File: config.mk
export PLATFORM = sky130hd
export DESIGN_NAME = port_uart_tx
export DESIGN_NICKNAME = d
export VERILOG_FILES = /design/src/rtl/port_uart_tx.sv
export SDC_FILE = /design/constraint.sdc
export NUM_CORES = 1
export LEC_CHECK = 0
export BUFFER_PORTS_ARGS = -buffer_cell sky130_fd_sc_hd__buf_2
export CORE_ASPECT_RATIO = 0.9
export CORE_MARGIN = 2
export CORE_UTILIZATION = 52
export DETAILED_ROUTE_END_ITERATION = 12
export PLACE_DENSITY = 0.69
export SLEW_MARGIN = 15
export SYNTH_ARGS = -nofsm -noshare
export SYNTH_HDL_FRONTEND = slang
export SYNTH_SLANG_ARGS = --single-unit
File: constraint.sdc
create_clock -name clk -period 3.8 [get_ports clk]
set_input_delay 0.95 -clock clk [delete_from_list [all_inputs] [get_ports clk]]
set_output_delay 0.95 -clock clk [all_outputs]
set_load 0.005 [all_outputs]
File: src/rtl/port_uart_tx.sv
// port_uart_tx: queues every change on a processor output port and sends it as 8N1 UART frames.
//   clk, rst         : clock, synchronous active-high reset
//   port_in          : monitored processor output port
//   tx               : registered UART line, idles high
//   busy             : high while a frame is in progress
//   fifo_count       : number of queued port values
//   overflow         : sticky, set when a change is dropped on a full FIFO
module port_uart_tx #(
   parameter int WIDTH        = 8,
   parameter int CLKS_PER_BIT = 4,
   parameter int FIFO_DEPTH   = 4
) (
   input  logic                          clk,
   input  logic                          rst,
   input  logic [WIDTH-1:0]              port_in,
   output logic                          tx,
   output logic                          busy,
   output logic [$clog2(FIFO_DEPTH):0]   fifo_count,
   output logic                          overflow
);
   localparam int PW = $clog2(FIFO_DEPTH);
   localparam int CW = PW + 1;
   localparam int TW = $clog2(CLKS_PER_BIT);
   localparam int BW = $clog2(WIDTH);
   localparam logic [TW-1:0] LAST_TICK = TW'(CLKS_PER_BIT - 1);
   localparam logic [BW-1:0] LAST_BIT  = BW'(WIDTH - 1);
   localparam logic [CW-1:0] FULL      = CW'(FIFO_DEPTH);

   typedef enum logic [1:0] {IDLE, START, DATA, STOP} stateT;

   stateT            state, stateNext;
   logic [TW-1:0]    timer, timerNext;
   logic [BW-1:0]    bitIdx, bitIdxNext;
   logic [WIDTH-1:0] shift, shiftNext;
   logic [WIDTH-1:0] prev;
   logic [WIDTH-1:0] mem [FIFO_DEPTH];
   logic [PW-1:0]    wrPtr, rdPtr;
   logic             txNext, push, pushOk, pop, bitEnd;

   assign push   = port_in != prev;
   // a full FIFO still accepts a push when the head leaves on the same edge
   assign pushOk = push && (fifo_count != FULL || pop);
   assign bitEnd = timer == LAST_TICK;

   always_comb begin
      stateNext  = state;
      timerNext  = timer + 1'b1;
      bitIdxNext = bitIdx;
      shiftNext  = shift;
      pop        = 1'b0;
      case (state)
         IDLE: begin
            timerNext = '0;
            if (fifo_count != '0) begin
               pop       = 1'b1;
               shiftNext = mem[rdPtr];
               stateNext = START;
            end
         end
         START: if (bitEnd) begin
            timerNext  = '0;
            bitIdxNext = '0;
            stateNext  = DATA;
         end
         DATA: if (bitEnd) begin
            timerNext  = '0;
            shiftNext  = shift >> 1;
            bitIdxNext = bitIdx + 1'b1;
            if (bitIdx == LAST_BIT) stateNext = STOP;
         end
         default: if (bitEnd) begin
            timerNext = '0;
            // chain straight into the next frame so frames stay contiguous
            if (fifo_count != '0) begin
               pop       = 1'b1;
               shiftNext = mem[rdPtr];
               stateNext = START;
            end else stateNext = IDLE;
         end
      endcase
      // tx is registered from the next-state values so it changes on the transition edge
      txNext = stateNext == START ? 1'b0 : stateNext == DATA ? shiftNext[0] : 1'b1;
   end

   always_ff @(posedge clk) begin
      if (rst) begin
         state      <= IDLE;
         timer      <= '0;
         bitIdx     <= '0;
         shift      <= '0;
         tx         <= 1'b1;
         busy       <= 1'b0;
         prev       <= '0;
         wrPtr      <= '0;
         rdPtr      <= '0;
         fifo_count <= '0;
         overflow   <= 1'b0;
      end else begin
         state  <= stateNext;
         timer  <= timerNext;
         bitIdx <= bitIdxNext;
         shift  <= shiftNext;
         tx     <= txNext;
         busy   <= stateNext != IDLE;
         prev   <= port_in;
         if (pushOk) wrPtr <= wrPtr + 1'b1;
         if (pop) rdPtr <= rdPtr + 1'b1;
         if (pushOk && !pop) fifo_count <= fifo_count + 1'b1;
         else if (!pushOk && pop) fifo_count <= fifo_count - 1'b1;
         if (push && !pushOk) overflow <= 1'b1;
      end
   end

   always_ff @(posedge clk) begin
      if (pushOk) mem[wrPtr] <= port_in;
   end
endmodule

==> metrics.txt <==
Final period util 73.5%; VDD IR max 0.000364 V; total power divided by cell area 691 nW/um^2; synthesized area 2890 um^2; RSZ-0062 raised after global routing no; Worst Setup Path Type reg -> reg; H-tree Lvls 3; post-route ant nets 0; Async SR Flop Fraction 0%; maximum clock rate 0.358 GHz; register area share after synthesis 57.5%; dominant synthesized flop cell dfxtp_1; Rows 25; FF/Latch Area 1660 um^2; Resized cells post-CTS 0; XOR/XNOR Fraction of Synth Area 4.24%; number of synthesized flops with an enable pin 32; CP startpoint kind register; GPL Wtd Cong 0.777; post-CTS setup buffer count 0; first-pass GRT wire length 8.27 mm; Critical Path Sink Type register; synthesized flop and latch total 67; die height 74.7 um; post-synthesis mux area share 7.67%; Max Root-Sink Buffers 2; syn nets 255; DRC viols 0; I/O pin count 16; status finished, final reports clean; Yosys Warn Count 0; die area 6170 um^2; Tmin final 2.79 ns; commonest non-fill, non-tap cell in the layout dfxtp_1; nets 268; Hold Crit Class reg -> reg; pin count of the biggest net entering global routing 34; Pre-antenna DRT Iters 4; initial antenna violation count 0; simple logic cell fraction of the synthesized area 13.4%; synth unique cells 41; final WL 4.93 mm; Slew headroom 57.3%; initial core utilization 54.3%; Clock Skews 0.0132 ns; share of cells above drive strength 1 18.5%; Arrival @ worst endpoint 3.07 ns; fill count 429; Vias 1,764; clock sink count 67; via density per instance 5.50; DP HPWL 3.17 mm; crit-path max FO 10; Leak Pwr 1.22 nW; Synth Area in Compound Gates 9.44%; commonest non-fill, non-tap cells in the layout dfxtp_1, nor2_1, edfxtp_1, buf_2, xor2_1; Chip Width 82.6 um; number of port buffers 15; Root Buffer clkbuf_8; cts hold-fix bufs 0; grt total ovfl 0; Fin. Hold Viols 0; setup TNS 0 ns; final setup vio count 0; MaxCap Viol Count 0; Total Power 2.18 mW; Total Routing Usage GR 18.8%; Worst-Margin Slew 0.641 ns; vias in the first global route 1,698; Synth Area in Adders 4.16%; Mapped Cells 236; antenna cells 0; Area Growth Syn to Fin 9.09%; Core Area 5320 um^2; area of the multi-input gates 1120 um^2; clk_lat worst skew 0.35 ns; Slew Limit Fails 0; Worst-path clk slew 0.08 ns; DR WL/cell 15.3 um; Hold WS 0.439 ns; critical path required time 4.08 ns; syn avg cell area 12.2 um^2; TritonCTS buffer count 9; main combinational cell family by area after synthesis simple AND/OR/NAND/NOR gates; TritonCTS clock tree yes; Initial DRC Count 64
==> final timing paths <==
path,from,end,slack (ns),cells past startpoint
setup reg to reg,timer[0],fifo_count[2],1.01,10
hold / removal,timer[0],timer[0],0.44,1
setup / recovery,timer[0],fifo_count[2],1.01,10
hold reg to reg,timer[0],timer[0],0.44,1
==> worst max-delay path: stages, from the launching register on <==
cell and delay [ns]:
dfxtp_1 0.34, ha_1 0.39, nand3_1 0.26, and4_4 0.30, a21oi_4 0.20, ha_1 0.22, inv_1 0.06, fa_1 0.37
xor2_1 0.16, or3_1 0.31, a21oi_1 0.13
==> final cells by class <==
type,instances,share of cell area [%]
Clock buffer,9,3.93
Clock inverter,7,1.67
Inverter,6,0.715
Multi-Input combinational cell,149,35.7
Sequential cell,67,52.7
Tap cell,67,2.66
Timing Repair Buffer,16,2.62
==> sequential cells by signal, summed over array words and instances (netlist names), named ones only <==
register and count:
mem 32, rdPtr 2, shift 8, timer 2
prev 8, overflow 1, busy 1, bitIdx 3
fifo_count 3, state 2, tx 1, wrPtr 2
==> report_power, final <==
| part | switching (mW) | internal, mW | leakage, nW |
|---|---|---|---|
| Sequential | 0.121 | 0.913 | 0.589 |
| Combinational | 0.325 | 0.292 | 0.538 |
| Clock | 0.286 | 0.241 | 0.0900 |
==> through the flow <==
stage,cells,worst slack [ns],utilization [%],cell area (um^2)
final,321,1.01,59.3,3150
after global routing,321,0.757,59.3,3150
after CTS,321,0.965,59.3,3150
after detailed placement,305,0.815,56.0,2980
after global placement,305,0.874,56.0,2980
after floorplan,236,1.15,-,2890
==> synth_stat cells (2+ instances only) <==
library cell	count	area, um^2
a22o_1	2	17.5
o21ai_1	2	10.0
and2_1	5	31.3
nor3_1	6	30.0
edfxtp_1	32	961
buf_2	3	15.0
a2bb2oi_1	6	52.6
clkbuf_1	7	26.3
xor2_1	12	105
nor2_1	34	128
o31ai_1	2	15.0
or3_1	2	12.5
ha_1	8	100
a22oi_1	4	30.0
xnor2_1	2	17.5
or2_1	2	12.5
nand3_1	2	10.0
mux4_2	8	180
nor4_2	2	25.0
o21ai_0	3	15.0
inv_1	6	22.5
nor2b_1	10	62.6
a21oi_4	2	32.5
dfxtp_1	35	701
mux2i_1	3	30.0
a21oi_1	11	55.1
nand2_1	9	33.8
buf_6	3	33.8
==> layer usage <==
layer	global-route usage, %	share of wire [%]
met5	0	0
met4	8.01	1.2
met2	28.1	50
met3	7.19	4.0
met1	24.7	45
==> logic make-up after synthesis <==
family / after synthesis
AND/OR/NAND/NOR: 77
flip-flops: 67
AO/OA/AOI/OAI: 37
buffers and inverters: 20
XOR/XNOR: 14
multiplexers: 12
adder cells (fa/ha/maj): 9
Note: power is estimated with default switching activity, not from simulation.
